===== src/rtl/aclk_pkg.sv =====
// Shared types and helpers for the alarm-clock front-panel controller.
package aclk_pkg;

    typedef enum logic [2:0] {
        SHOW_TIME  = 3'd0,
        KEY_STORED = 3'd1,
        KEY_WAITED = 3'd2,
        KEY_ENTRY  = 3'd3,
        SET_ALARM  = 3'd4,
        SET_TIME   = 3'd5,
        SHOW_ALARM = 3'd6
    } state_t;

    localparam int NO_KEY_DEF = 10;

    function automatic int clog2(input int value);
        int r;
        int v;
        r = 0;
        v = value - 1;
        while (v > 0) begin
            r++;
            v = v >> 1;
        end
        return r;
    endfunction

endpackage


===== src/rtl/aclk_entry_timer.sv =====
// Entry inactivity timer: down-counter loaded with TIMEOUT_SEC, terminal count at zero.
module aclk_entry_timer
    import aclk_pkg::*;
#(
    parameter int TIMEOUT_SEC = 10
) (
    input  logic i_clk,
    input  logic i_reset,
    input  logic i_clr,
    input  logic i_en,
    input  logic i_tick,
    output logic o_tmo
);

    localparam int TW = clog2(TIMEOUT_SEC + 1);
    localparam logic [TW-1:0] LOAD_VAL = TW'(TIMEOUT_SEC);

    logic [TW-1:0] r_remain;

    // Holding at zero gives the saturating behaviour of the elapsed-tick count.
    always_ff @(posedge i_clk) begin
        if (i_reset || i_clr) begin
            r_remain <= LOAD_VAL;
        end else if (i_en && i_tick && (r_remain != '0)) begin
            r_remain <= r_remain - TW'(1);
        end
    end

    assign o_tmo = (r_remain == '0);

endmodule


===== src/rtl/aclk_ctrl_multi.sv =====
// Alarm-clock front-panel controller: keypad digit entry, alarm/time display and load strobes.
//   state      | meaning
//   SHOW_TIME  | idle, current time displayed
//   KEY_STORED | one-cycle shift of the pressed key
//   KEY_WAITED | waiting for key release
//   KEY_ENTRY  | waiting for next key or a button
//   SET_ALARM  | one-cycle alarm slot load
//   SET_TIME   | one-cycle time load + prescaler clear
//   SHOW_ALARM | alarm slot displayed while button held
module aclk_ctrl_multi
    import aclk_pkg::*;
#(
    parameter int NUM_DIGITS  = 4,
    parameter int TIMEOUT_SEC = 10,
    parameter int NUM_ALARMS  = 2,
    parameter int KEY_W       = 4,
    parameter int NO_KEY      = NO_KEY_DEF,
    localparam int AW = (clog2(NUM_ALARMS) > 1) ? clog2(NUM_ALARMS) : 1,
    localparam int DW = (clog2(NUM_DIGITS + 1) > 1) ? clog2(NUM_DIGITS + 1) : 1
) (
    input  logic             i_clk,
    input  logic             i_reset,
    input  logic             i_one_second,
    input  logic             i_alarm_button,
    input  logic             i_time_button,
    input  logic [AW-1:0]    i_alarm_sel,
    input  logic [KEY_W-1:0] i_key,
    output logic             o_shift,
    output logic             o_show_new_time,
    output logic             o_show_a,
    output logic             o_load_new_a,
    output logic             o_load_new_c,
    output logic             o_reset_count,
    output logic [AW-1:0]    o_alarm_idx,
    output logic [DW-1:0]    o_digit_cnt
);

    localparam logic [KEY_W-1:0] NO_KEY_C = KEY_W'(NO_KEY);
    localparam logic [AW:0]      NA_C     = (AW + 1)'(NUM_ALARMS);
    localparam logic [DW-1:0]    ND_C     = DW'(NUM_DIGITS);

    state_t        r_state;
    state_t        w_next;
    logic          r_shift, r_show_new_time, r_show_a, r_load_new_a, r_load_new_c;
    logic [AW-1:0] r_alarm_idx;
    logic [DW-1:0] r_digit_cnt;
    logic          w_key, w_sel_ok, w_full, w_tmo, w_latch_idx, w_timer_en, w_timer_clr;

    assign w_key    = (i_key != NO_KEY_C);
    assign w_sel_ok = ({1'b0, i_alarm_sel} < NA_C);
    assign w_full   = (r_digit_cnt == ND_C);

    always_comb begin
        w_next      = SHOW_TIME;
        w_latch_idx = 1'b0;
        case (r_state)
            SHOW_TIME: begin
                if (w_key) begin
                    w_next = KEY_STORED;
                end else if (i_alarm_button && w_sel_ok) begin
                    w_next      = SHOW_ALARM;
                    w_latch_idx = 1'b1;
                end
            end
            KEY_STORED: w_next = w_key ? KEY_WAITED : KEY_ENTRY;
            KEY_WAITED: begin
                if (!w_key)     w_next = KEY_ENTRY;
                else if (w_tmo) w_next = SHOW_TIME;
                else            w_next = KEY_WAITED;
            end
            KEY_ENTRY: begin
                // Key beats buttons, alarm beats time, any button beats timeout.
                if (w_key) begin
                    w_next = w_full ? KEY_WAITED : KEY_STORED;
                end else if (i_alarm_button) begin
                    if (w_full && w_sel_ok) begin
                        w_next      = SET_ALARM;
                        w_latch_idx = 1'b1;
                    end
                end else if (i_time_button) begin
                    if (w_full) w_next = SET_TIME;
                end else if (!w_tmo) begin
                    w_next = KEY_ENTRY;
                end
            end
            SHOW_ALARM: if (i_alarm_button) w_next = SHOW_ALARM;
            default:    w_next = SHOW_TIME;
        endcase
    end

    assign w_timer_en  = (r_state == KEY_WAITED) || (r_state == KEY_ENTRY);
    assign w_timer_clr = !w_timer_en || (w_next != r_state);

    aclk_entry_timer #(.TIMEOUT_SEC(TIMEOUT_SEC)) u_timer (
        .i_clk   (i_clk),
        .i_reset (i_reset),
        .i_clr   (w_timer_clr),
        .i_en    (w_timer_en),
        .i_tick  (i_one_second),
        .o_tmo   (w_tmo)
    );

    // Outputs are registered from the next state so they always match the state register.
    always_ff @(posedge i_clk) begin
        if (i_reset) begin
            r_state         <= SHOW_TIME;
            r_shift         <= 1'b0;
            r_show_new_time <= 1'b0;
            r_show_a        <= 1'b0;
            r_load_new_a    <= 1'b0;
            r_load_new_c    <= 1'b0;
            r_alarm_idx     <= '0;
            r_digit_cnt     <= '0;
        end else begin
            r_state         <= w_next;
            r_shift         <= (w_next == KEY_STORED);
            r_show_new_time <= w_next inside {KEY_STORED, KEY_WAITED, KEY_ENTRY, SET_ALARM, SET_TIME};
            r_show_a        <= (w_next == SHOW_ALARM);
            r_load_new_a    <= (w_next == SET_ALARM);
            r_load_new_c    <= (w_next == SET_TIME);
            if (w_latch_idx) r_alarm_idx <= i_alarm_sel;
            if (w_next == SHOW_TIME) begin
                r_digit_cnt <= '0;
            end else if ((r_state == KEY_STORED) && !w_full) begin
                r_digit_cnt <= r_digit_cnt + DW'(1);
            end
        end
    end

    assign o_shift         = r_shift;
    assign o_show_new_time = r_show_new_time;
    assign o_show_a        = r_show_a;
    assign o_load_new_a    = r_load_new_a;
    assign o_load_new_c    = r_load_new_c;
    assign o_reset_count   = r_load_new_c;
    assign o_alarm_idx     = r_alarm_idx;
    assign o_digit_cnt     = r_digit_cnt;

endmodule

===== config.mk =====
export PLATFORM = sky130hd
export DESIGN_NAME = aclk_ctrl_multi
export DESIGN_NICKNAME = d
export VERILOG_FILES = /design/src/rtl/aclk_pkg.sv /design/src/rtl/aclk_entry_timer.sv /design/src/rtl/aclk_ctrl_multi.sv
export SDC_FILE = /design/constraint.sdc
export NUM_CORES = 1
export LEC_CHECK = 0
export CELL_PAD_IN_SITES_DETAIL_PLACEMENT = 1
export CELL_PAD_IN_SITES_GLOBAL_PLACEMENT = 2
export CORE_MARGIN = 1.5
export CORE_UTILIZATION = 31
export CTS_CLUSTER_DIAMETER = 100
export DETAILED_ROUTE_END_ITERATION = 7
export PLACE_DENSITY = 0.86
export SYNTH_ARGS = -nofsm -noshare
export SYNTH_HDL_FRONTEND = slang
export SYNTH_SLANG_ARGS = --single-unit

===== constraint.sdc =====
create_clock -name i_clk -period 4 [get_ports i_clk]
set_clock_uncertainty 0.05 [all_clocks]
set_input_delay 0.4 -clock i_clk [delete_from_list [all_inputs] [get_ports i_clk]]
set_output_delay 0.4 -clock i_clk [all_outputs]
set_load 0.02 [all_outputs]

==> out/qor.txt <==
outcome - completed
initial antenna violation count - 0
EDFF count, synth - 0
WHS - 0.4604 ns
CTS tree - yes
number of global-route vias before repair - 848
min-delay worst type - reg -> reg
headroom to the max-slew limit - 55.07%
synthesis-to-layout area growth - 23.94%
terminus of the critical flop-to-flop path - u_timer.r_remain[1]
Die ar. - 3285 µm²
IO Port Bufs - 19
CP startpoint - i_key[2]
period utilization - 64.88%
clock sinks - 16
PostCTS Resize Cnt - 0
global-route wire length before repair - 3746 µm
final hold vios - 0
RSZ-0062 raised after global routing - no
Async SR Flop Fraction - 0%
antenna cells - 0
Max Fclk - 0.3854 GHz
I/O pins - 20
#FFs+latches synth - 16
CP max FO - 11
worst-margin pin slew - 0.6739 ns
initial core utilization - 32.88%
number of detailed-route iterations in the first pass - 4
setup violators final - 0
# rows - 19
number of distinct library cells after synthesis - 40
Post-Synthesis Net Count - 117
htree depth - 1
worst reg2reg startpoint - r_state[1]
hold wc startpoint - o_alarm_idx
most frequent cells in the layout - 19 x clkdlybuf4s50_1, 16 x dfxtp_1, 8 x nor2_1
Syn Std Cell Area - 914.6 µm²
worst setup path endpoint - u_timer.r_remain[1]
Seq/Total Area, Yosys - 35.02%
gr ovfl total - 0
CP Data Arrival Time - 2.71 ns
die width - 57.32 µm
YS warnings - 0
CTS root buffer - clkbuf_4
commonest non-fill, non-tap cell in the layout - clkdlybuf4s50_1
Reg2Reg Setup Slack - 1.65 ns
prevailing post-synth register cell - dfxtp_1
cts bufs inserted - 3
gpl congestion - 0.7887
CORE AREA - 2781 µm²
die height - 57.32 µm
final WL - 2139 µm
CTS Hold Buffers Added - 0
Post-CTS Setup Inserts - 0
fin nets - 134
FILL cells - 334
Leakage - 0.3920 nW
number of DRC markers in iteration 0 - 14
CP Launch Type - input port
syn_area_per_cell - 8.794 µm²
crit path capture type - flip-flop
min cycle time layout - 2.595 ns
cells after synthesis - 104
Critical Path RT - 4.11 ns
worst setup path class - in -> reg
Clk pin slew, worst setup/hold paths - 0.08 ns
Max Buffers Root-to-Sink - 2
later-pin clock latency in the skew report - 0.28 ns
Power per Cell Area - 336.2 nW/µm²
Pins Over Slew Limit - 0
WL/cell - 14.26 µm
Antenna Nets Post-Route - 0
DR vias - 814
layout cell share with drive strength beyond 1 - 5.882%
largest net degree at the start of global routing - 14
Vias per Instance - 5.427
DRC viols - 0
GRT Util Overall - 14.43%
HPWL Detailed - 1679 µm
worst reg2reg path depth - 5
total negative slack - 0 ns
max-cap viol count - 0
peak supply drop - 0.0002783 V
==> state kept, by name, indices dropped and copies added (netlist names) <==
name / count
o_alarm_idx: 1
o_digit_cnt: 3
o_load_new_a: 1
o_load_new_c: 1
o_shift: 1
o_show_a: 1
o_show_new_time: 1
r_state: 3
u_timer.r_remain: 4
==> worst max-delay path, cell delays in order <==
cell and delay [ns]:
clkdlybuf4s50_1 0.39, nand4bb_1 0.46, or3_4 0.53, a2111oi_4 0.36, o221ai_2 0.17, or3_1 0.40
==> cells in the mapped netlist (2+ instances only) <==
| cell type | n | area share [%] |
|---|---|---|
| a211oi_1 | 4 | 3.3 |
| dfxtp_1 | 16 | 35 |
| or2_1 | 2 | 1.4 |
| a21oi_1 | 3 | 1.6 |
| or3b_1 | 2 | 1.9 |
| and2_1 | 2 | 1.4 |
| or3_1 | 2 | 1.4 |
| nand3_1 | 2 | 1.1 |
| and3_1 | 3 | 2.1 |
| xnor2_1 | 4 | 3.8 |
| buf_2 | 2 | 1.1 |
| xor2_1 | 2 | 1.9 |
| nand4_1 | 3 | 2.1 |
| nor4_1 | 4 | 2.7 |
| mux2i_1 | 2 | 2.2 |
| nor3_1 | 3 | 1.6 |
| nor2_1 | 8 | 3.3 |
| nand2_1 | 6 | 2.5 |
| inv_1 | 7 | 2.9 |
| o21ai_0 | 2 | 1.1 |
| ha_1 | 3 | 4.1 |
| clkbuf_1 | 4 | 1.6 |
==> worst min-delay path by stage <==
stage,endpoint,slack [ns],cells after the start
global route,o_alarm_idx,0.52,2
floorplan,u_timer.r_remain[3],0.48,2
detailed placement,o_alarm_idx,0.45,2
CTS,o_alarm_idx,0.47,2
finish,o_alarm_idx,0.46,2
global placement,o_alarm_idx,0.43,2
==> routing by layer <==
metal / share of wire [%] / GRT usage (%) / vias up / routed length [µm]
li1: - / - / 407 / -
met4: 0.89 / 3.987 / 0 / 19
met5: 0 / 0 / - / 0
met3: 2.5 / 2.721 / 4 / 54
met1: 47 / 18.63 / 390 / 1015
met2: 49 / 24.63 / 13 / 1049
==> logic make-up after synthesis <==
family | after synthesis | synth area share (%)
AO/OA/AOI/OAI | 16 | 15.05
XOR/XNOR | 6 | 5.746
adder cells (fa/ha/maj) | 3 | 4.104
buffers and inverters | 14 | 6.430
flip-flops | 16 | 35.02
multiplexers | 2 | 2.189
AND/OR/NAND/NOR | 47 | 31.46
==> through the flow <==
stage	setup WS, ns	utilization [%]	power [mW]	cells	cell area, µm²
after global routing	1.258	40.76	0.4084	150	1134
after global placement	1.153	39.95	0.3023	147	1111
after CTS	1.418	40.76	0.3867	150	1134
after floorplan	1.997	-	0.2623	104	914.6
after detailed placement	1.105	39.95	0.3047	147	1111
final	1.405	40.76	0.3811	150	1134
==> cell type report <==
type	count	area, µm²	area share, %
Sequential cell	16	320.3	28.26
Timing Repair Buffer	19	190.2	16.78
Inverter	7	26.28	2.318
Multi-Input combinational cell	74	535.5	47.24
Clock buffer	3	22.52	1.987
Tap cell	31	38.79	3.422
==> report_power, final <==
| group | switching (mW) | total [mW] | internal (mW) |
|---|---|---|---|
| sequential | 0.0145 | 0.185 | 0.170 |
| clock | 0.0449 | 0.0798 | 0.0349 |
| combinational | 0.0648 | 0.116 | 0.0517 |
(Power assumes the default switching activity.)
